`src/rtl/reg_file.sv`:
```
// Multi-port register file with one synchronous write port and two combinational
// read ports. Optional same-cycle write forwarding and optional hard-wired zero register.
module reg_file #(
  parameter int WIDTH    = 16,
  parameter int DEPTH    = 8,
  parameter bit BYPASS   = 1'b1,
  parameter bit ZERO_REG = 1'b0,
  localparam int AW      = $clog2(DEPTH)
) (
  input  logic             clk,
  input  logic             clr,
  input  logic             we,
  input  logic [AW-1:0]    waddr,
  input  logic [WIDTH-1:0] wdata,
  input  logic [AW-1:0]    raddr_a,
  input  logic [AW-1:0]    raddr_b,
  output logic [WIDTH-1:0] rdata_a,
  output logic [WIDTH-1:0] rdata_b
);

  logic [WIDTH-1:0] regs [DEPTH];
  logic             wr_ok;

  // DEPTH need not be a power of two, so the address range is checked explicitly.
  function automatic logic addr_valid(input logic [AW-1:0] addr);
    return 32'(addr) < DEPTH;
  endfunction

  function automatic logic addr_live(input logic [AW-1:0] addr);
    return addr_valid(addr) && !(ZERO_REG && (addr == '0));
  endfunction

  assign wr_ok = clr && we && addr_live(waddr);

  always_ff @(posedge clk or negedge clr) begin
    if (!clr) begin
      for (int i = 0; i < DEPTH; i++) regs[i] <= '0;
    end else if (wr_ok) begin
      regs[waddr] <= wdata;
    end
  end

  // Forwarding reuses wr_ok, so reset, range and zero-register rules apply to it too.
  always_comb begin
    rdata_a = '0;
    rdata_b = '0;
    if (clr) begin
      if (addr_live(raddr_a)) rdata_a = regs[raddr_a];
      if (addr_live(raddr_b)) rdata_b = regs[raddr_b];
      if (BYPASS && wr_ok && (waddr == raddr_a)) rdata_a = wdata;
      if (BYPASS && wr_ok && (waddr == raddr_b)) rdata_b = wdata;
    end
  end

endmodule
```
`config.mk`:
```
export PLATFORM = sky130hd
export DESIGN_NAME = reg_file
export DESIGN_NICKNAME = d
export VERILOG_FILES = /design/src/rtl/reg_file.sv
export SDC_FILE = /design/constraint.sdc
export NUM_CORES = 1
export LEC_CHECK = 0
export ABC_AREA = 1
export CAP_MARGIN = 15
export CORE_MARGIN = 4
export CORE_UTILIZATION = 56
export CTS_CLUSTER_DIAMETER = 100
export DETAILED_ROUTE_END_ITERATION = 6
export GPL_TIMING_DRIVEN = 0
export PLACE_DENSITY_LB_ADDON = 0.08
export SLEW_MARGIN = 0
export SYNTH_ARGS = -nofsm -noshare
export SYNTH_HDL_FRONTEND = slang
export SYNTH_SLANG_ARGS = --single-unit
```
`constraint.sdc`:
```
create_clock -name clk -period 2.7 [get_ports clk]
set_input_delay 0.54 -clock clk [delete_from_list [all_inputs] [get_ports clk]]
set_output_delay 0.54 -clock clk [all_outputs]
set_load 0.02 [all_outputs]
```
# Yosys cells after proc, flatten, opt, wreduce, memory -nomap -nowiden
# Cells that the tools add are included.
[op_classes] add_sub_neg=0 eq_ne=2 n_bitwise=3 n_shift=0 n_reduce_logical=4 mux=13 mul=0 div_mod_pow=0 n_lt_le_gt_ge=4
[ops] cell="16-bit two-way mux" n=9
[ops] cell="128-bit bitwise mux" n=1
[ops] cell="16-bit binary-select mux with 3-bit select" n=2
[ops] cell="16-bit demux with 3-bit select" n=1
[ops] cell="4-bit >= comparator, second input constant" n=3
[ops] cell="3-bit inverter with 4-bit output" n=3
[ops] cell="3-bit equality test" n=2
[ops] cell="1-bit logical AND" n=4
[ops] cell="4-bit by 1-bit < comparator with 1-bit output, second input constant" n=1
[totals] ff_bits=128 ram_bits=0 word_cells=34 latchBits=0 rom_bits=0 in_bits=28 out_inout_bits=32 n_memories=0

# Logic depth before layout (Yosys ltp)
# Gate-level depths: netlist (run 1).
[depth] word_depth=6 ltp_mapped=9 ltp_nobuf=8

# Least setup slack after synthesis (run 1)
# Ideal clock, no wire load.
[synth_path] path_kind="in2out" from="in clr" to="out rdata_a[0]" path_stages=9 path_slack_ns=0.616 t_required_ns=2.160 t_arrival_ns=1.544 path_buffers=1 path_cell_list="buf_4 nand2_4 inv_2 nand2_1 nor2_8 nand2_4 clkinv_4 nor2_1 nor2_1"
[synth_between] elab_chain_len=4
[synth_rtl] element="from (decl)" line="11" source="input logic clr,"
[synth_rtl] element="1-bit logical AND" line="33" source="assign wr_ok = clr && we && addr_live(waddr);"
[synth_rtl] element="1-bit logical AND" line="50" source="if (BYPASS && wr_ok && (waddr == raddr_a)) rdata_a = wdata;"
[synth_rtl] element="16-bit two-way mux" line="50"
[synth_rtl] element="16-bit two-way mux (*)" line="47" source="if (clr) begin"
[synth_rtl] element="to (decl)" line="17" source="output logic [WIDTH-1:0] rdata_a,"
# Every way passes the cells marked *; elsewhere a longest branch is shown, timed or not.

# Worst setup path after layout (run 1)
[layout_path] from="in raddr_a[1]" to="out rdata_a[3]"
[layout_between] elab_chain_len=6 word_cells_on_any_way=8 cone_classes="1 x eq/ne; 5 x mux; 1 x bitwise; 1 x reduce/logical"
[layout_rtl] element="from (decl)" line="15" source="input logic [AW-1:0] raddr_a,"
[layout_rtl] element="3-bit inverter with 4-bit output (not written as such)" line="48" source="if (addr_live(raddr_a)) rdata_a = regs[raddr_a];"
[layout_rtl] element="16-bit binary-select mux with 3-bit select" line="48"
[layout_rtl] element="16-bit two-way mux (not written as such) (2 in series)" line="48"
[layout_rtl] element="16-bit two-way mux (*)" line="50"
[layout_rtl] element="16-bit two-way mux (*)" line="47"
# Every way passes the cells marked *; elsewhere a longest branch is shown, timed or not. The select of a mux whose other input is x is not followed.

==> results of run 1 <==
## timing repair
action,4_1_cts,5_1_grt
hold buffers,1,0
gates resized for setup,154,12
setup endpoints to repair,32,30
endpoints found under the hold margin,15,0
cloned,5,0
pin swaps,2,1
buffers inserted,9,0
## critical path, delay by kind of cell
| kind | cells | cell delay [ns] |
|---|---|---|
| buffers and inverters | 3 | 0.95 |
| AND/OR/NAND/NOR | 5 | 0.61 |
## how the worst min path moves through the flow
stage,from,slack (ns),cells past startpoint,to
global placement,regs[9]$_DFFE_PN0P_,0.49,2,regs[9]$_DFFE_PN0P_
detailed placement,clr,0.45,1,regs[115]$_DFFE_PN0P_
CTS,clr,0.05,1,regs[81]$_DFFE_PN0P_
global route,clr,0.04,1,regs[126]$_DFFE_PN0P_
finish,clr,0.04,1,regs[125]$_DFFE_PN0P_
floorplan,clr,0.24,0,regs[0]$_DFFE_PN0P_
## stage by stage
stage	worst slack, ns	total power [mW]	hold slack, ns
2_1_floorplan	0.616	3.58	0.244
3_3_place_gp	-5.47	4.08	0.489
3_5_place_dp	-1.00	4.13	0.451
4_1_cts	-0.0209	6.63	0.0545
5_1_grt	0.0171	7.01	0.0409
6_report	0.0438	6.70	0.0446
## placed cells by master (no fill, tap or decap), drive strengths merged
master           n
buf             78
bufbuf           4
bufinv           4
clkbuf          51
clkdlybuf4s15   18
clkdlybuf4s50   16
clkinv           5
clkinvlp         1
dfrtp          128
dlygate4sd2      3
dlygate4sd3      1
dlymetal6s2s     1
inv             28
nand2          490
nand3          210
nor2            89
o21ai          128
## layout make-up
cell class | count | area [µm²]
clock inverters | 9 | 155
fillers | 1158 | 3890
flip-flops and latches | 128 | 3200
repair buffers | 72 | 773
inverters | 29 | 131
plain buffers | 78 | 503
clock buffers | 22 | 474
multi-input cells | 917 | 4050
well taps | 176 | 220
## kinds of logic after synthesis
family	share of synthesized area (%)
flops	41.2
simple gates	43.6
buf+inv	6.98
compound gates	8.24
## power groups by stage
| stage | registers [mW] | logic [mW] | clock network, mW |
|---|---|---|---|
| after floorplan | 2.57 | 1.01 | 0 |
| after global placement | 2.65 | 1.43 | 0 |
| after detailed placement | 2.65 | 1.48 | 0 |
| after CTS | 2.63 | 1.54 | 2.47 |
| after global routing | 2.69 | 1.74 | 2.58 |
| final | 2.65 | 1.57 | 2.48 |
## per-layer routing
| layer | vias up | wire (µm) |
|---|---|---|
| li1 | 3913 | - |
| met1 | 4004 | 11900 |
| met4 | 0 | 1450 |
| met2 | 663 | 12600 |
| met3 | 110 | 3830 |
| met5 | - | 0 |
==> summary.txt, run 1 <==
Power and ir drop
  – Cell Int Power: around 4.5 mW
  – Register share of total power: between 30 and 40%
  – Sw Pwr: 2.18 mW
  – Power Density: slightly above 700 nW/µm²
  – Worst vdd ir: 0.479 mV
  – Clk pwr share: around 37%
  – Sw frac: 32.5%
  – Combinational share of power: a little under a quarter
  – Leakage: between 4 and 5 nW

Global routing
  – GRT met3 Usage: a little under an eighth
  – GR peak layer: met2
  – Congestion Overflow GR: 0
  – First-pass GRT wire length: about 46 mm
  – Total GRT Usage: around 38%
  – Met1 Use GR: 52.0%
  – GR Util met2: ~54%
  – Largest net degree at the start of global routing: slightly below 50
  – Initial antenna violation count: 0
  – Vias in the first global route: roughly 8300

Drt
  – Remaining DRCs: 16
  – Routed wire length: between 20 and 30 mm
  – DRT iter0 DRCs: ~1400
  – Via-per-instance ratio: 6.07
  – Pre-antenna DRT Iters: 7
  – DR vias: ~8700
  – DR WL/cell: 20.8 µm
  – Antenna viol nets, final: 0

Setup path
  – CP required: ~2.2 ns
  – Crit path from: raddr_a[1]
  – Worst Setup EP: rdata_a[3]
  – Nature of the critical path endpoint: output port
  – Worst reg-to-reg setup slack: approximately 2.0 ns
  – FF-to-FF path depth: 2
  – Critical path class: in2out
  – Cell Chain, Critical Path: buf_2 > clkbuf_1 > nand3_1 > nand3_1 > nand2_1 > nor2_1 > nor2_1 > clkdlybuf4s15_2
  – Crit Reg-Reg Startpoint: regs[68]$_DFFE_PN0P_
  – CP max FO: 10
  – CP max-delay cell: clkbuf_1
  – CP Launch Type: input pin
  – Crit-path max cell delay: 0.54 ns
  – Arrival time at the worst endpoint: around 2.1 ns
  – Worst R2R End: regs[68]$_DFFE_PN0P_

Clock tree
  – Worst-path clk slew: around 0.06 ns
  – Max Buffers Root-to-Sink: 2
  – H-tree depth: 4
  – CTS tree: yes
  – Worst-Skew Late Latency: 0.43 ns
  – Clock sink count: 128
  – CTS root buf: clkbuf_16
  – CTS Buf Count: 17

Die
  – Initial core utilization: 58.0%
  – Die H: between 100 and 150 µm
  – Num rows: 42
  – Die X-Extent: about 130 µm
  – IO Pins: 60
  – Die area: roughly 16000 µm²
  – Core area: 13400 µm²

Finish
  – Biggest regs: regs (128)
  – Ratio of cells with drive above 1 in the final layout: between 10 and 15%
  – Largest Register: regs
  – Final instance area: 9510 µm²
  – Fin util: 71.0%
  – Final #Nets: around 1300
  – P&R area growth vs syn: 22.3%
  – Post-Layout Cell Count: between 1000 and 1500
  – Max reg flops: between 100 and 150
  – Diodes inserted: 0

Timing
  – Max-slew headroom: about half
  – Final period util: between 90% and 100%
  – Final hold viol count: 0
  – Clock Skews: 0 ns
  – Unrepaired setup endpoints after global routing: no
  – Fmax achieved: between 300 and 400 MHz
  – Tightest Pin Transition: between 0.7 and 0.8 ns
  – Final min period: about 2.7 ns
  – Pins Over Slew Limit: 0
  – Setup TNS: 0 ns
  – Final setup fails: 0

Logic synthesis
  – Synth area leaders: dfrtp_1 41%, nand2_1 23%, nand3_1 14%
  – Synth cell types: 21
  – Post-synth top cells: 483 x nand2_1, 210 x nand3_1, 128 x dfrtp_1
  – Syn. warnings: 0
  – Net count after synthesis: 1181
  – Top-area cell type share of the netlist area: between 40% and 50%
  – Main synth FF type: dfrtp_1
  – Number of cells produced by synthesis: around 1200
  – EDFF count, synth: 0
  – Sequential share of the synthesized area: around two fifths
  – Synthesized area per cell: around 6.7 µm²
  – FFs w/ async S/R, synth: 100%
  – Syn Std Cell Area: ~7800 µm²
  – Dominant cell type by area after synthesis: dfrtp_1
  – Register bit total from synthesis: around 130
  – Most frequent cell after synthesis: nand2_1

Placed design
  – Port bufs: 56
  – Post-Place Cells: ~1400
  – Dpl cell area: around 8600 µm²
  – Final Wtd Congestion: approximately 0.93
  – Dpl hpwl: 19.6 mm

Run status
  – Status: complete, but fails checks
  – Failing checks: design-rule violations

Flow run
  – Max-cap violations: 0

Min path
  – Worst Hold Class: in2async
Note: power is estimated with default switching activity, not from simulation.
==> inputs of run 2 (changes only) <==
Settings changed: CELL_PAD_IN_SITES_DETAIL_PLACEMENT set to 1, CELL_PAD_IN_SITES_GLOBAL_PLACEMENT set to 1, CORE_UTILIZATION 56 to 46, REMOVE_ABC_BUFFERS set to 1.
==> run 2 against run 1 <==
Against the previous run: the flow finishes with violations (negative hold slack); sequential power about the same; cell area increased by 2.8%; routed wire length increased by 15%; critical endpoint is now rdata_b[8]; die area increased by 20%; critical path depth increased by 3; via count increased by 2.1%; combinational power increased by 6%; largest power group unchanged.
==> summary.txt, run 2 (synthesis results as in run 1) <==
Global routing
  – First-pass GRT wire length: ~50 mm
  – Largest net degree at the start of global routing: 96
  – Initial antenna violation count: 0
  – Vias in the first global route: 8840
  – Congestion Overflow GR: 0
  – Total GRT Usage: 33.1%

Finish
  – Diodes inserted: 0
  – Commonest non-fill, non-tap cell in the layout: nand2_1
  – P&R area growth vs syn: 25.7%
  – Commonest non-fill, non-tap cells in the layout: 482 x nand2_1, 210 x nand3_1, 128 x dfrtp_1
  – Max reg flops: 128
  – Filler Cells Inserted: between 2000 and 2500
  – Largest Register: regs
  – Post-Layout Cell Count: approximately 1400
  – Ratio of cells with drive above 1 in the final layout: between 10 and 15%
  – Biggest regs: regs (128)
  – Final #Nets: 1222

Setup path
  – Critical path class: in2out
  – Crit-path max cell delay: around 0.28 ns
  – WP depth: 11
  – CP max-delay cell: clkdlybuf4s15_1
  – Worst reg-to-reg setup slack: roughly 1.8 ns
  – Worst R2R End: regs[64]$_DFFE_PN0P_
  – Crit path top cell by count: nand2_1
  – CP top delay family: buffers and inverters
  – CP max FO: 16
  – FF-to-FF path depth: 2
  – Cell Chain, Critical Path: buf_6 > buf_8 > inv_4 > nand2_1 > nand2_2 > nor2_8 > buf_12 > nand3_1 > nand2_1 > nor2_2 > clkdlybuf4s15_1
  – CP required: 2.16 ns
  – Nature of the critical path endpoint: output port
  – Crit path from: raddr_b[2]
  – Worst Setup EP: rdata_b[8]
  – CP Launch Type: input pin
  – WP buf/inv: 5
  – Crit Reg-Reg Startpoint: regs[64]$_DFFE_PN0P_
  – Arrival time at the worst endpoint: between 2 and 2.5 ns

Clock tree
  – CTS Buf Count: 17
  – Max Buffers Root-to-Sink: 2
  – H-tree depth: 4
  – Clock sink count: between 100 and 150
  – CTS root buf: clkbuf_16
  – Worst-path clk slew: about 0.06 ns
  – CTS tree: yes
  – Worst-Skew Late Latency: between 0.4 and 0.5 ns

Drt
  – Pre-antenna DRT Iters: 6
  – Remaining DRCs: 0
  – DR vias: roughly 8900
  – DR WL/cell: roughly 24 µm
  – Via-per-instance ratio: approximately 6.2
  – Antenna viol nets, final: 0
  – DRT iter0 DRCs: between 900 and 1000
  – Routed wire length: about 34 mm

Power and ir drop
  – Clk pwr share: roughly 36%
  – Leakage: about 4.7 nW
  – Combinational share of power: between 20 and 25%
  – Register share of total power: 39.5%
  – Pwr Total: around 6.8 mW
  – Sw Pwr: between 2 and 2.5 mW
  – Sw frac: 34.9%
  – Power Density: 691 nW/µm²
  – Cell Int Power: between 4 and 5 mW
  – Worst vdd ir: roughly 0.50 mV

Placed design
  – Post-Place Cells: roughly 1400
  – Final Wtd Congestion: 0.768
  – Port bufs: 59
  – Dpl hpwl: around 16 mm

Flow run
  – Max-cap violations: 0

Die
  – Core area: approximately 17000 µm²
  – IO Pins: 60
  – Die H: around 140 µm
  – Die area: 19100 µm²
  – Num rows: 47
  – Initial core utilization: ~47%
  – Die X-Extent: about 140 µm

Timing
  – Clock Skews: 0 ns
  – Pins Over Slew Limit: 0
  – Final min period: about 2.7 ns
  – Final setup fails: 0
  – Setup TNS: 0 ns
  – Final hold viol count: 17
  – Unrepaired setup endpoints after global routing: yes
  – Max-slew headroom: about half
  – Tightest Pin Transition: around 0.77 ns
  – Fmax achieved: approximately 380 MHz
  – Final period util: a little over nine tenths
  – Worst Hold Slack: -0.0482 ns

Min path
  – Worst Hold Class: in2async

Run status
  – Status: complete, but fails checks
  – Failing checks: negative hold slack
-- run 2: cell count changes in the layout (fill, tap and decap cells not counted), sizes merged --
cell           change
buf               -16
bufbuf             +1
bufinv             -1
clkbuf            -28
clkdlybuf4s15      -9
clkinv             +4
clkinvlp           +3
dlygate4sd2        -1
dlygate4sd3        -1
dlymetal6s2s       -1
nand2              +1
-- run 2: metal layers --
metal / wire (µm) / part of all wire, % / vias up / global-route usage, %
li1: - / - / 3826 / -
met1: 13400 / 39 / 4387 / 42.3
met2: 16200 / 47 / 500 / 54.8
met3: 2890 / 8.4 / 157 / 6.80
met4: 1750 / 5.1 / 0 / 14.4
met5: 0 / 0 / - / 0
-- run 2: worst min path at each step --
stage / slack (ns) / endpoint / start
floorplan: 0.24 / regs[0]$_DFFE_PN0P_ / clr
global placement: 0.49 / regs[4]$_DFFE_PN0P_ / regs[4]$_DFFE_PN0P_
detailed placement: 0.50 / regs[78]$_DFFE_PN0P_ / regs[78]$_DFFE_PN0P_
CTS: 0.02 / regs[116]$_DFFE_PN0P_ / clr
global route: -0.06 / regs[24]$_DFFE_PN0P_ / clr
finish: -0.05 / regs[24]$_DFFE_PN0P_ / clr
-- run 2: repair_timing --
action,CTS,global route
buffers inserted,10,6
resized for setup,173,33
endpoints found under the setup margin,32,32
pin swaps,5,3
hold endpoints to repair,0,50
gates cloned,8,3
hold buffers,0,1
-- run 2: final cells by class --
cell class | instances | area (µm²) | area share (%)
clock buffers | 18 | 429 | 4.39
inverters | 29 | 195 | 2.00
clock inverters | 14 | 166 | 1.70
well taps | 220 | 275 | 2.82
flip-flops and latches | 128 | 3200 | 32.8
repair inverters | 1 | 11.3 | 0.115
repair buffers | 99 | 1430 | 14.6
multi-input cells | 918 | 4070 | 41.6
-- run 2: metrics by stage --
step	hold slack (ns)	worst slack, ns	util (%)	instance area (µm²)
floorplan	0.244	-0.0598	-	7360
global placement	0.490	-6.47	49.6	8230
detailed placement	0.498	-1.82	51.0	8460
CTS	0.0186	0.00826	57.4	9510
global route	-0.0607	-0.0232	58.9	9780
finish	-0.0482	0.0336	58.9	9780
-- run 2: power groups by stage --
stage | Clock, mW | Combinational [mW] | Sequential, mW
floorplan | 0 | 0.927 | 2.57
global placement | 0 | 1.37 | 2.64
detailed placement | 0 | 1.43 | 2.65
CTS | 2.39 | 1.53 | 2.63
global route | 2.52 | 1.84 | 2.71
finish | 2.42 | 1.66 | 2.67
